## src/rtl/host_mem_ctrl.sv

```systemverilog
// Host-accessible register memory: byte-enabled writes, registered reads with valid strobe,
// out-of-range error pulse and a clear sweep that initialises the unreset storage array.
module host_mem_ctrl #(
    parameter int unsigned       DATA_W  = 8,
    parameter int unsigned       ADDR_W  = 4,
    parameter int unsigned       DEPTH   = 16,
    parameter logic [DATA_W-1:0] CLR_VAL = '0
) (
    input  logic                  host_clk_i,
    input  logic                  reset_i,
    input  logic                  host_sel_i,
    input  logic                  host_wr_i,
    input  logic [ADDR_W-1:0]     host_addr_i,
    input  logic [DATA_W-1:0]     host_wdata_i,
    input  logic [DATA_W/8-1:0]   host_be_i,
    input  logic                  host_clr_i,
    output logic                  host_ready_o,
    output logic                  host_rvalid_o,
    output logic [DATA_W-1:0]     host_rdata_o,
    output logic                  host_err_o
);

    localparam int unsigned       BE_W    = DATA_W / 8;
    localparam int unsigned       CNT_W   = (DEPTH > 1) ? $clog2(DEPTH) : 1;
    localparam logic [ADDR_W:0]   DEPTH_L = (ADDR_W + 1)'(DEPTH);
    localparam logic [CNT_W-1:0]  LAST    = CNT_W'(DEPTH - 1);

    typedef enum logic {
        CLEAR,
        IDLE
    } state_t;

    state_t            state;
    logic [CNT_W-1:0]  cnt;
    logic [DATA_W-1:0] mem [DEPTH];
    logic              in_range;
    logic [DATA_W-1:0] rd_word;

    assign in_range     = ({1'b0, host_addr_i} < DEPTH_L);
    assign rd_word      = in_range ? mem[host_addr_i] : '0;
    assign host_ready_o = (state == IDLE);

    // Storage has no reset; it is initialised only by the clear sweep.
    always_ff @(posedge host_clk_i) begin
        if (!reset_i) begin
            if (state == CLEAR) begin
                mem[cnt] <= CLR_VAL;
            end else if (host_sel_i && host_wr_i && in_range) begin
                for (int unsigned b = 0; b < BE_W; b++) begin
                    if (host_be_i[b]) begin
                        mem[host_addr_i][b*8 +: 8] <= host_wdata_i[b*8 +: 8];
                    end
                end
            end
        end
    end

    always_ff @(posedge host_clk_i) begin
        if (reset_i) begin
            state         <= CLEAR;
            cnt           <= '0;
            host_rvalid_o <= 1'b0;
            host_rdata_o  <= '0;
            host_err_o    <= 1'b0;
        end else begin
            case (state)
                CLEAR: begin
                    host_rvalid_o <= 1'b0;
                    host_rdata_o  <= '0;
                    host_err_o    <= 1'b0;
                    if (cnt == LAST) begin
                        state <= IDLE;
                        cnt   <= '0;
                    end else begin
                        cnt <= cnt + 1'b1;
                    end
                end
                IDLE: begin
                    // A transaction accepted alongside a clear request still responds next cycle.
                    host_rvalid_o <= host_sel_i && !host_wr_i;
                    host_rdata_o  <= (host_sel_i && !host_wr_i) ? rd_word : '0;
                    host_err_o    <= host_sel_i && !in_range;
                    if (host_clr_i) begin
                        state <= CLEAR;
                        cnt   <= '0;
                    end
                end
                default: begin
                    state <= CLEAR;
                    cnt   <= '0;
                end
            endcase
        end
    end

endmodule

```

## config.mk

```make
export PLATFORM = sky130hd
export DESIGN_NAME = host_mem_ctrl
export DESIGN_NICKNAME = d
export VERILOG_FILES = /design/src/rtl/host_mem_ctrl.sv
export SDC_FILE = /design/constraint.sdc
export NUM_CORES = 1
export LEC_CHECK = 0
export BUFFER_PORTS_ARGS = -buffer_cell sky130_fd_sc_hd__buf_2
export CAP_MARGIN = 20
export CORE_UTILIZATION = 53
export CTS_CLUSTER_DIAMETER = 200
export CTS_CLUSTER_SIZE = 40
export DETAILED_ROUTE_END_ITERATION = 10
export PLACE_DENSITY = 0.69
export SETUP_SLACK_MARGIN = 0.02
export SYNTH_ARGS = -nofsm -noshare
export SYNTH_HDL_FRONTEND = slang
export SYNTH_SLANG_ARGS = --single-unit
```

## constraint.sdc

```tcl
create_clock -name host_clk_i -period 3.06 [get_ports host_clk_i]
set_input_delay 0 -clock host_clk_i [delete_from_list [all_inputs] [get_ports host_clk_i]]
set_output_delay 0 -clock host_clk_i [all_outputs]
set_load 0.1 [all_outputs]
```

## Yosys cells after proc, flatten, opt, wreduce, memory -nomap -nowiden

Memory sizes are Yosys's and may differ from the RTL's.
Index checks and enable logic that the tools add are counted.
W data, S select, Z words.

| word-level totals | value |
|---|---|
| bits in read-only memories | 0 |
| output and inout port bits | 11 |
| memories | 1 |
| RAM bits | 128 |
| bits in registers | 14 |
| bits in latches | 0 |

| cells by class | value |
|---|---|
| bitwise gates (word level) | 1 |
| divide/modulo/power cells | 0 |
| add/subtract/negate cells | 1 |
| $lt $le $gt $ge | 0 |
| multiply operators | 0 |
| equality and inequality tests | 2 |
| reductions and logical operators | 4 |
| shift operators | 0 |
| muxes and demuxes | 20 |

Memory list:

| name | words | bits a word | read ports | clocked after Yosys merged registers in | write ports | line | text |
|---|---|---|---|---|---|---|---|
| mem | 16 | 8 | 1 | 0 | 1 | 35 | `logic [DATA_W-1:0] mem [DEPTH];` |

Operators by type and width:

| cell | number |
|---|---|
| $mux W8 | 2 |
| $pmux W8 S2 | 1 |
| $mux W4 | 3 |
| $mux W1 | 11 |
| $pmux W4 S2 | 1 |
| $reduce_or A8 Y1 | 1 |
| $add A4 B1 Y4 const B | 1 |
| $eq A4 B4 Y1 const B | 1 |
| $pmux W1 S2 | 2 |
| $logic_and A1 B1 Y1 | 2 |
| $ne A2 B2 Y1 const B | 1 |
| $logic_not A1 Y1 | 1 |
| $not A1 Y1 | 1 |

## Longest topological paths before layout

Gate-level depths: netlist of run 1.

| depth | value |
|---|---|
| depth after elaboration | 7 |
| gate-level depth with buffers | 7 |

## Worst setup path before layout of run 1

Ideal clock, no wire load.

| timing | value |
|---|---|
| kind | reg-to-reg |
| start point | register state (netlist: host_ready_o) |
| end point | memory mem[15][0], enable pin |
| clock period less this slack | 2842 ps |
| arrival time | 2472 ps |
| slack | 218 ps |
| setup time | 370 ps |
| cell stages (with the launch flop) | 7 |
| required time | 2690 ps |
| cell sequence | dfxtp_1 -> buf_2 -> and3b_1 -> and3_1 -> buf_2 -> mux2_2 -> nor2_1 |

| between the ends | value |
|---|---|
| cells in the longest elaborated chain, start to end | 5 |

Ends and longest elaborated chain:

| element | line | text |
|---|---|---|
| start: declaration | 33 | `state_t state;` |
| start signal: assignment | 60 | `state <= CLEAR;` |
| start signal: assignment | 72 | `state <= IDLE;` |
| start signal: assignment | 84 | `state <= CLEAR;` |
| $mux W1 | 46 | `if (state == CLEAR) begin` |
| $mux W1 | 45 | `if (!reset_i) begin` |
| $mux W1 (not written as such) | 51 | `mem[host_addr_i][b*8 +: 8] <= host_wdata_i[b*8 +: 8];` |
| $reduce_or A8 Y1 (no line) | - |  |
| $mux W4 (no line) / $mux W1 (equally long branches) | - |  |
| end: declaration | 35 |  |

Several ways; a longest one is shown, not always the timed one.

## Worst setup path in the final report of run 1

| timing | value |
|---|---|
| start point | register state (netlist: host_ready_o) |
| end point | memory mem[3][7], enable pin |

The elaborated chain is that of the path after synthesis.

==> results of run 1 <==
[critical path, stage by stage (launching register included)]
cell	delay, ns
dfxtp_1	0.49
and3b_1	0.22
and3_1	0.53
mux2_2	0.45
nor2_1	0.57
[metal layers]
metal,vias up,share of wire
met5,-,0
met4,0,0.015
met3,13,0.058
met2,108,0.46
met1,1388,0.47
li1,1246,-
[worst max-delay path by stage]
| stage | from | to | slack (ns) | cells after the start |
|---|---|---|---|---|
| 2_1_floorplan | host_ready_o$_SDFF_PP0_ | mem[15][0]$_DFFE_PP_ | 0.22 | 6 |
| 3_3_place_gp | host_ready_o$_SDFF_PP0_ | mem[3][2]$_DFFE_PP_ | 0.55 | 4 |
| 3_5_place_dp | host_ready_o$_SDFF_PP0_ | mem[3][2]$_DFFE_PP_ | 0.45 | 4 |
| 4_1_cts | host_ready_o$_SDFF_PP0_ | mem[3][7]$_DFFE_PP_ | 0.43 | 4 |
| 5_1_grt | host_ready_o$_SDFF_PP0_ | mem[3][0]$_DFFE_PP_ | 0.27 | 4 |
| 6_report | host_ready_o$_SDFF_PP0_ | mem[3][7]$_DFFE_PP_ | 0.43 | 4 |
[registers in the layout, indices dropped and copies added, names as in the netlist]
signal and count:
host_rdata_o 8, cnt 4, host_ready_o 1, host_rvalid_o 1
mem 128
[power breakdown]
group	internal, mW	switching [mW]	total [mW]
registers	2.11	0.0102	2.12
clock network	1.42	0.736	2.16
logic	0.0759	0.0896	0.166
total	3.61	0.836	4.45
[synth_stat cells]
library cell,count,share of area
a21oi_1,12,0.011
and3_1,1,0.0011
clkbuf_1,2,0.0013
inv_2,1,0.00066
ha_1,1,0.0022
edfxtp_1,128,0.68
inv_1,1,0.00066
o21ai_1,2,0.0018
a32oi_2,2,0.0058
o21ai_0,6,0.0053
nor2b_1,8,0.0089
and2_1,8,0.0089
nand2_1,4,0.0027
o21ai_2,1,0.0016
nand2b_1,1,0.0011
dfxtp_1,14,0.050
mux2i_1,11,0.019
a22oi_1,1,0.0013
or3b_2,1,0.0016
buf_6,1,0.0020
buf_2,8,0.0071
a31oi_1,1,0.0011
nand3b_1,1,0.0013
mux4_2,23,0.092
conb_1,1,0.00066
and3b_1,1,0.0016
nor2_1,23,0.015
mux2_2,9,0.018
buf_12,1,0.0035
mux4_1,9,0.042
a21o_1,1,0.0013
a311oi_1,1,0.0016
buf_4,4,0.0053
a32oi_1,2,0.0031
[area by class of cell]
class                      count  area share
tap                          136     0.02599
multi-input combinational    131      0.2154
timing repair buffer          35     0.03172
inverter                       2    0.001147
clock inverter                11     0.02886
sequential                   142      0.6298
clock buffer                  21     0.06707
[through the flow]
stage,area (µm²),worst slack [ns],utilization
2_1_floorplan,5650,0.2177,-
6_report,6548,0.4346,0.6342
4_1_cts,6548,0.4322,0.6342
3_3_place_gp,5869,0.5471,0.5685
3_5_place_dp,5869,0.4456,0.5685
5_1_grt,6548,0.2660,0.6342
[cell families after synthesis]
group | count (synthesis) | share of synthesized area
flops | 142 | 0.7299
buf+inv | 18 | 0.02059
simple gates | 48 | 0.04230
compound gates | 29 | 0.03344
other cells | 1 | 0.0006637
fa+ha+maj | 1 | 0.002214
mux | 52 | 0.1710
[what timing repair did]
action | in CTS | in global routing
hold buffers | 5 | 0
endpoints found under the setup margin | 0 | 0
endpoints found under the hold margin | 14 | 0
==> summary.md, run 1 <==
| Metric | Value |
|---|---|
| Status | `finished, final reports clean` |
| M2 GR Usage | `0.2979` |
| Hold depth | `3` |
| Slew margin rel. | `0.4541` |
| H-tree levels | `4` |
| Setup slack, reg-to-reg | `0.43 ns` |
| Syn_nets | `310` |
| Commonest non-fill, non-tap cell in the layout | `edfxtp_1` |
| First-pass GRT wire length | `16420 µm` |
| Seq. cell area | `4124 µm²` |
| Starting Density | `0.5473` |
| Setup_tns | `0 ns` |
| Synth Cell Area | `5650 µm²` |
| Finished Layout Cells | `478` |
| Worst hold path class | `in -> reg` |
| Fin crit share | `0.8580` |
| RSZ-0062 raised after global routing | `no` |
| Final min period | `2.625 ns` |
| CTS Root Cell | `clkbuf_8` |
| Sequential fraction of the synthesis area | `0.7298` |
| Synth Register Bits | `142` |
| GRT Resource Usage Total | `0.2129` |
| Reg2reg end | `mem[3][7]$_DFFE_PP_` |
| Final Max Slew Viols | `0` |
| CP Data Required Time | `3.21 ns` |
| Startpoint class of the critical path | `flop` |
| Total die area | `11080 µm²` |
| CTS tree | `done` |
| Ant. Diodes | `0` |
| Hold Fails Final Rpt | `0` |
| Number of post-CTS setup repair buffers | `0` |
| Gpl congestion | `0.7983` |
| CTS clk-pin slew, worst paths | `0.06 ns` |
| Clk buf depth | `2` |
| CP max FO | `16` |
| Final HPWL DP | `6619 µm` |
| I/O pin count | `29` |
| Detailed Route WL | `10440 µm` |
| Die Span X | `105.3 µm` |
| Antenna-violating nets left | `0` |
| Nets | `348` |
| Arrival time worst endpoint | `2.77 ns` |
| Yosys warnings | `0` |
| Worst Hold Slack | `0.08315 ns` |
| Pwr/cell area | `679.0 nW/µm²` |
| Post-synth cell types | `34` |
| Antenna violations before repair | `0` |
| FF-to-FF path depth | `4` |
| DR vias | `2755` |
| Share of cells above drive strength 1 | `0.2807` |
| Post-CTS sizing | `0` |
| Clk sinks | `142` |
| CTS buffer count | `17` |
| Area growth, synth to finish | `15.88%` |
| DR iter-0 viols | `239` |
| CORE AREA | `10320 µm²` |
| Reg2reg start | `host_ready_o$_SDFF_PP0_` |
| Total gr overflow | `0` |
| Hold Startpoint | `host_sel_i` |
| Hold Path Sink | `host_rvalid_o$_SDFF_PP0_` |
| Number of vias per cell | `5.764` |
| Final count of negative-setup-slack endpoints | `0` |
| Port Buffers | `27` |
| Avg Inst Size Synth | `19.42 µm²` |
| Maximum vdd ir drop | `0.0004821 V` |
| Static Leak | `2.260 nW` |
| TritonRoute pass-1 iters | `8` |
| Busiest layer in global routing | `met1` |
| Cells after DPL | `441` |
| DR DRC count | `0` |
| Skew-Pair Late Insertion Delay | `0.52 ns` |
| Wire length per cell | `21.84 µm` |
| Kind of critical path | `reg -> reg` |
| # rows | `37` |
| Max Fclk | `380.9 MHz` |
| Grt met1 use | `0.3171` |
| Commonest cells after routing, fill and taps aside | `edfxtp_1, buf_2, nor2_1, mux4_2, clkbuf_16` |
| CP Capture Type | `flop` |
| Die Ht | `105.3 µm` |
| GRT met3 Usage | `0.06184` |
| Max-Cap Viols | `0` |
| Slew @ Worst Pin | `0.8158 ns` |
| Worst Clk Skew | `0.004131 ns` |
| Vias in the first global route | `2785` |
| Power, Total | `4.446 mW` |
| Multi-input gate area | `1410 µm²` |
| Synth Instances | `291` |
| Fillers | `688` |
| Pin count of the biggest net entering global routing | `21` |
Note: power is estimated with default switching activity, not from simulation.
==> run 2, diff against run 1 <==
CELL_PAD_IN_SITES_DETAIL_PLACEMENT = 0   (was unset)
CELL_PAD_IN_SITES_GLOBAL_PLACEMENT = 1   (was unset)
PLACE_DENSITY = 0.77   (was 0.69)
==> run 2 against run 1 <==
Against the previous run:
- setup slack gained 0.072 ns
- clock skew grew 0.0030 ns
- sequential share of layout area is essentially flat
- critical path type unchanged
- die area is the same
- core utilization is essentially flat
- global-route usage grew 0.81 points
==> summary.md, run 2 (same netlist as run 1, synthesis figures left out) <==
| Metric | Value |
|---|---|
| Worst hold path class | `in -> reg (unchanged)` |
| Reg2reg start | `host_ready_o$_SDFF_PP0_ (unchanged)` |
| Final Max Slew Viols | `0 (unchanged)` |
| Pin count of the biggest net entering global routing | `29 (was 21)` |
| Uppermost layer routed | `met4 (unchanged)` |
| Fin crit share | `0.8344 (was 0.8580)` |
| Ant. Diodes | `0 (unchanged)` |
| Number of vias per cell | `5.787 (was 5.764)` |
| Status | `finished, final reports clean (unchanged)` |
| Met3 WL | `695 µm (was 606 µm)` |
| Area growth, synth to finish | `15.85% (was 15.88%)` |
| WL met1 | `4919 µm (was 4869 µm)` |
| CP Data Required Time | `3.21 ns (about the same)` |
| DR DRC count | `0 (unchanged)` |
| First-pass GRT wire length | `17190 µm (was 16420 µm)` |
| Nets | `348 (unchanged)` |
| FF-to-FF path depth | `5 (was 4)` |
| Static Leak | `2.251 nW (was 2.260 nW)` |
| Kind of critical path | `reg -> reg (unchanged)` |
| Final min period | `2.553 ns (was 2.625 ns)` |
| CTS clk-pin slew, worst paths | `0.06 ns (about the same)` |
| Worst Clk Skew | `0.007141 ns (was 0.004131 ns)` |
| CP max-delay cell | `nor2_1 (unchanged)` |
| RSZ-0062 raised after global routing | `no (unchanged)` |
| Arrival time worst endpoint | `2.70 ns (was 2.77 ns)` |
| Pwr/cell area | `676.9 nW/µm² (was 679.0 nW/µm²)` |
| Critical Path, Cell by Cell | `and3b_1, and3_1, buf_4, a32oi_1, nor2_1 (was and3b_1, and3_1, mux2_2, nor2_1)` |
| Total die area | `11080 µm² (unchanged)` |
| Detailed Route WL | `10750 µm (was 10440 µm)` |
| Share of cells above drive strength 1 | `0.2895 (was 0.2807)` |
| Antenna violations before repair | `0 (unchanged)` |
| Setup_tns | `0 ns (unchanged)` |
| I/O pin count | `29 (unchanged)` |
| DR iter-0 viols | `190 (was 239)` |
| Final HPWL DP | `6994 µm (was 6619 µm)` |
| Hold depth | `3 (unchanged)` |
| DR vias | `2766 (was 2755)` |
| CP max FO | `10 (was 16)` |
| Vias in the first global route | `2880 (was 2785)` |
| Gpl congestion | `0.7783 (was 0.7983)` |
| Hold Startpoint | `host_sel_i (unchanged)` |
| Max-Cap Viols | `0 (unchanged)` |
| CORE AREA | `10320 µm² (unchanged)` |
| Power, Total | `4.431 mW (was 4.446 mW)` |
| Clk buf depth | `2 (unchanged)` |
| Die Ht | `105.3 µm (unchanged)` |
| Skew-Pair Late Insertion Delay | `0.52 ns (about the same)` |
| CTS buffer count | `17 (unchanged)` |
| GRT Resource Usage Total | `0.2210 (was 0.2129)` |
| Setup slack, reg-to-reg | `0.51 ns (was 0.43 ns)` |
| Maximum vdd ir drop | `0.0003613 V (was 0.0004821 V)` |
| Final count of negative-setup-slack endpoints | `0 (unchanged)` |
| Die Span X | `105.3 µm (unchanged)` |
| CP bufs+invs | `1 (was 0)` |
| Fillers | `684 (was 688)` |
| Reg2reg end | `mem[9][4]$_DFFE_PP_ (was mem[3][7]$_DFFE_PP_)` |
| Max Fclk | `391.6 MHz (was 380.9 MHz)` |
| CP Capture Type | `flop (unchanged)` |
| Slew margin rel. | `0.4790 (was 0.4541)` |
| TritonRoute pass-1 iters | `4 (was 8)` |
| Wire length per cell | `22.48 µm (was 21.84 µm)` |
| Hold Path Sink | `host_rvalid_o$_SDFF_PP0_ (unchanged)` |
| # rows | `37 (unchanged)` |
| Max incr delay on CP | `0.67 ns (was 0.57 ns)` |
| Hold Fails Final Rpt | `0 (unchanged)` |
| CTS Hold Bufs | `5 (unchanged)` |
| Top reg by flops | `mem (unchanged)` |
| Clk sinks | `142 (unchanged)` |
| Starting Density | `0.5473 (unchanged)` |
| Startpoint class of the critical path | `flop (unchanged)` |
| Commonest non-fill, non-tap cell in the layout | `edfxtp_1 (unchanged)` |
| Total gr overflow | `0 (unchanged)` |
| Crit path max-delay family | `simple AND/OR/NAND/NOR gates (unchanged)` |
| Max FFs per register | `128 (unchanged)` |
| H-tree levels | `4 (unchanged)` |
| Antenna-violating nets left | `0 (unchanged)` |
| Port Buffers | `27 (unchanged)` |
| Leading registers by flop count | `mem x128, host_rdata_o x8, cnt x4 (unchanged)` |
| DR WL met2 | `5030 µm (was 4803 µm)` |
| Post-CTS sizing | `0 (unchanged)` |
| CTS Root Cell | `clkbuf_8 (unchanged)` |
| Number of post-CTS setup repair buffers | `0 (unchanged)` |
| Commonest cells after routing, fill and taps aside | `edfxtp_1, buf_2, nor2_1, mux4_2, clkbuf_16 (unchanged)` |
| Slew @ Worst Pin | `0.7786 ns (was 0.8158 ns)` |
| CTS tree | `done (unchanged)` |
## run 2: cell types whose count changed in the layout (fill, tap and decap cells not counted), sizes merged
| cell | previous run | this run |
|---|---|---|
| bufinv | 5 | 4 |
| clkbuf | 21 | 19 |
| inv | 2 | 4 |
| clkinvlp | 2 | 5 |
| clkinv | 4 | 2 |
## run 2: through the flow
step                setup slack (ns)    util  instances  hold WS (ns)  instance area [µm²]
floorplan                     0.2177       -        291       0.06907                 5650
global placement              0.6700  0.5685        441        0.2638                 5869
detailed placement            0.5258  0.5685        441        0.2732                 5869
CTS                           0.5217  0.6341        478       0.05159                 6546
global route                  0.3033  0.6341        478       0.09598                 6546
finish                        0.5066  0.6341        478       0.06678                 6546
## run 2: area by class of cell
type | instances | area, µm² | share of cell area
clock buffers | 19 | 441.7 | 0.06747
clock inverters | 13 | 185.2 | 0.02829
inverters | 2 | 7.507 | 0.001147
multi-input cells | 131 | 1410 | 0.2154
flip-flops and latches | 142 | 4124 | 0.6300
well taps | 136 | 170.2 | 0.02599
repair buffers | 35 | 207.7 | 0.03173
## run 2: power by group
| part | switching [mW] | total (mW) | internal [mW] |
|---|---|---|---|
| clock network | 0.777 | 2.14 | 1.37 |
| registers | 0.0105 | 2.12 | 2.11 |
| logic | 0.0904 | 0.166 | 0.0758 |
| total | 0.878 | 4.43 | 3.55 |
## run 2: worst max path at each step
stage / start / endpoint / slack, ns / cells past startpoint
2_1_floorplan: host_ready_o$_SDFF_PP0_ / mem[15][0]$_DFFE_PP_ / 0.22 / 6
3_3_place_gp: host_ready_o$_SDFF_PP0_ / mem[5][7]$_DFFE_PP_ / 0.67 / 5
3_5_place_dp: host_ready_o$_SDFF_PP0_ / mem[4][5]$_DFFE_PP_ / 0.53 / 5
4_1_cts: host_ready_o$_SDFF_PP0_ / mem[9][7]$_DFFE_PP_ / 0.52 / 5
5_1_grt: host_ready_o$_SDFF_PP0_ / mem[4][6]$_DFFE_PP_ / 0.30 / 5
6_report: host_ready_o$_SDFF_PP0_ / mem[9][4]$_DFFE_PP_ / 0.51 / 5
## run 2: metal layers
metal,track usage,vias up
li1,-,1248
met1,0.3358,1406
met2,0.3069,104
met3,0.06308,8
met4,0.07847,0
met5,0,-
## run 2: worst min-delay path, cell delays in order
cell	delay [ns]
buf_2	0.09
and3b_1	0.15
nor2b_1	0.24
==> run 3, diff against run 2 <==
clock period = 2.4 ns   (was 3.06 ns; I/O delays follow)
==> run 3 against run 2 <==
Against the previous run:
- count of clock-buffer cells in the layout up 3
- sequential cell count did not move
- first-iteration DRC count grew 29%
- worst hold slack gained 0.014 ns
- design area rose by 0.97%
- critical endpoint is now mem[9][6]$_DFFE_PP_
- core utilization up 0.62 points
==> summary.md, run 3 (same netlist as run 1, synthesis figures left out) <==
| Metric | Value |
|---|---|
| Max Fclk | `444.6 MHz (was 391.6 MHz)` |
| Commonest cells after routing, fill and taps aside | `edfxtp_1, buf_2, mux4_2 (was edfxtp_1, buf_2, nor2_1, mux4_2, clkbuf_16)` |
| TritonRoute pass-1 iters | `4 (unchanged)` |
| Share of cells above drive strength 1 | `0.3171 (was 0.2895)` |
| Nets | `356 (was 348)` |
| DR vias | `2793 (was 2766)` |
| Finished Layout Cells | `486 (was 478)` |
| Gpl congestion | `0.8697 (was 0.7783)` |
| Power, Total | `5.491 mW (was 4.431 mW)` |
| Status | `finished, final reports clean (unchanged)` |
| Finished Cell Area | `6610 µm² (was 6546 µm²)` |
| Total gr overflow | `0 (unchanged)` |
| CP Capture Type | `flop (unchanged)` |
| Static Leak | `2.307 nW (was 2.251 nW)` |
| First-pass GRT wire length | `16860 µm (was 17190 µm)` |
| CP max FO | `10 (unchanged)` |
| I/O pin count | `29 (unchanged)` |
| Ant. Diodes | `0 (unchanged)` |
| Starting Density | `0.5473 (unchanged)` |
| Kind of critical path | `reg -> reg (unchanged)` |
| Antenna-violating nets left | `0 (unchanged)` |
| Final HPWL DP | `6883 µm (was 6994 µm)` |
| Critical Path, Cell by Cell | `and3b_1, and3_1, buf_12, a32oi_1, buf_4, nor2_1 (was and3b_1, and3_1, buf_4, a32oi_1, nor2_1)` |
| Cell Area, Placed | `5946 µm² (was 5869 µm²)` |
| Antenna violations before repair | `0 (unchanged)` |
| Leading registers by flop count | `mem x128, host_rdata_o x8, cnt x4 (unchanged)` |
| Vias in the first global route | `2852 (was 2880)` |
| Slew @ Worst Pin | `0.8381 ns (was 0.7786 ns)` |
| Top reg by flops | `mem (unchanged)` |
| Hold Fails Final Rpt | `0 (unchanged)` |
| Clk sinks | `142 (unchanged)` |
| Max-Cap Viols | `0 (unchanged)` |
| Arrival time worst endpoint | `2.40 ns (was 2.70 ns)` |
| Fillers | `717 (was 684)` |
| Area growth, synth to finish | `16.98% (was 15.85%)` |
| Maximum vdd ir drop | `0.0004122 V (was 0.0003613 V)` |
| Cells after DPL | `449 (was 441)` |
| Wire length per cell | `22.15 µm (was 22.48 µm)` |
| CTS clk-pin slew, worst paths | `0.06 ns (about the same)` |
| DR iter-0 viols | `246 (was 190)` |
| Detailed Route WL | `10770 µm (was 10750 µm)` |
| Pin count of the biggest net entering global routing | `21 (was 29)` |
| Final Max Slew Viols | `0 (unchanged)` |
| CP Data Required Time | `2.55 ns (was 3.21 ns)` |
| CTS tree | `done (unchanged)` |
| Number of vias per cell | `5.747 (was 5.787)` |
| Fin crit share | `0.9372 (was 0.8344)` |
| # rows | `37 (unchanged)` |
| Final count of negative-setup-slack endpoints | `0 (unchanged)` |
| CP bufs+invs | `2 (was 1)` |
| RSZ-0062 raised after global routing | `no (unchanged)` |
| Max FFs per register | `128 (unchanged)` |
| Worst Clk Skew | `0.006764 ns (was 0.007141 ns)` |
| Crit path max-delay family | `simple AND/OR/NAND/NOR gates (unchanged)` |
| CTS buffer count | `17 (unchanged)` |
| DR DRC count | `0 (unchanged)` |
| Die Span X | `105.3 µm (unchanged)` |
| GRT Resource Usage Total | `0.2192 (was 0.2210)` |
| CTS Root Cell | `clkbuf_8 (unchanged)` |
| Die Ht | `105.3 µm (unchanged)` |
| Worst hold path class | `in -> reg (unchanged)` |
| H-tree levels | `4 (unchanged)` |
| Port Buffers | `27 (unchanged)` |
| Setup_tns | `0 ns (unchanged)` |
| Commonest non-fill, non-tap cell in the layout | `edfxtp_1 (unchanged)` |
| Clk buf depth | `2 (unchanged)` |
| Pwr/cell area | `830.7 nW/µm² (was 676.9 nW/µm²)` |
| Max incr delay on CP | `0.54 ns (was 0.67 ns)` |
| CP max-delay cell | `nor2_1 (unchanged)` |
| CORE AREA | `10320 µm² (unchanged)` |
| Total die area | `11080 µm² (unchanged)` |
| Skew-Pair Late Insertion Delay | `0.52 ns (about the same)` |
| Final min period | `2.249 ns (was 2.553 ns)` |
| Startpoint class of the critical path | `flop (unchanged)` |
| Slew margin rel. | `0.4392 (was 0.4790)` |
==> run 3: cell count changes in the layout (fill, tap and decap cells not counted), sizes merged <==
cell	delta
clkbuf	+3
clkinvlp	-5
bufinv	-4
clkinv	+6
buf	+8
==> run 3: worst register-to-register path, stage by stage, from the launching register on <==
cell and delay, ns:
dfxtp_4 0.39, and3b_1 0.17, and3_1 0.28, buf_12 0.16
a32oi_1 0.15, buf_4 0.20, nor2_1 0.54
==> run 3: layout make-up <==
class	instances	area [µm²]	share of cell area
flip-flops and latches	142	4128	0.6245
multi-input cells	131	1418	0.2145
clock buffers	22	539.3	0.08158
repair buffers	43	280.3	0.04240
well taps	136	170.2	0.02574
clock inverters	10	67.56	0.01022
inverters	2	7.507	0.001136
==> run 3: through the flow <==
step                  util  worst slack (ns)  hold slack, ns
floorplan                -           0.05260         0.06270
global placement    0.5759            0.1973          0.2621
detailed placement  0.5759            0.1450          0.2766
CTS                 0.6396            0.1302         0.04733
global route        0.6403           0.02958          0.1196
finish              0.6403            0.1508         0.08058
==> run 3: path summary, 6_finish.rpt <==
check	start	endpoint	slack, ns	depth (start not counted)
setup reg to reg	host_ready_o$_SDFF_PP0_	mem[9][6]$_DFFE_PP_	0.15	6
setup / recovery	host_ready_o$_SDFF_PP0_	mem[9][6]$_DFFE_PP_	0.15	6
hold / removal	host_sel_i	host_rvalid_o$_SDFF_PP0_	0.08	3
hold reg to reg	cnt[3]$_SDFFE_PP0P_	cnt[3]$_SDFFE_PP0P_	0.54	2
==> run 3: routing by layer <==
metal | routed length, µm | part of all wire | GRT usage
met5 | 0 | 0 | 0
met4 | 125 | 0.012 | 0.08048
met3 | 494 | 0.046 | 0.04886
met2 | 5026 | 0.47 | 0.3242
met1 | 5120 | 0.48 | 0.3233
==> run 3: timing repair <==
action / CTS / global route
setup buffers: 0 / 0
endpoints found under the setup margin: 0 / 24
hold buffers: 5 / 0
endpoints found under the hold margin: 14 / 0
gates resized for setup: 0 / 3
==> run 3: power breakdown <==
group          total [mW]  switching (mW)  internal, mW
clock network        2.57           0.987          1.58
logic               0.223           0.120         0.103
registers            2.70          0.0124          2.69
total                5.49            1.12          4.37
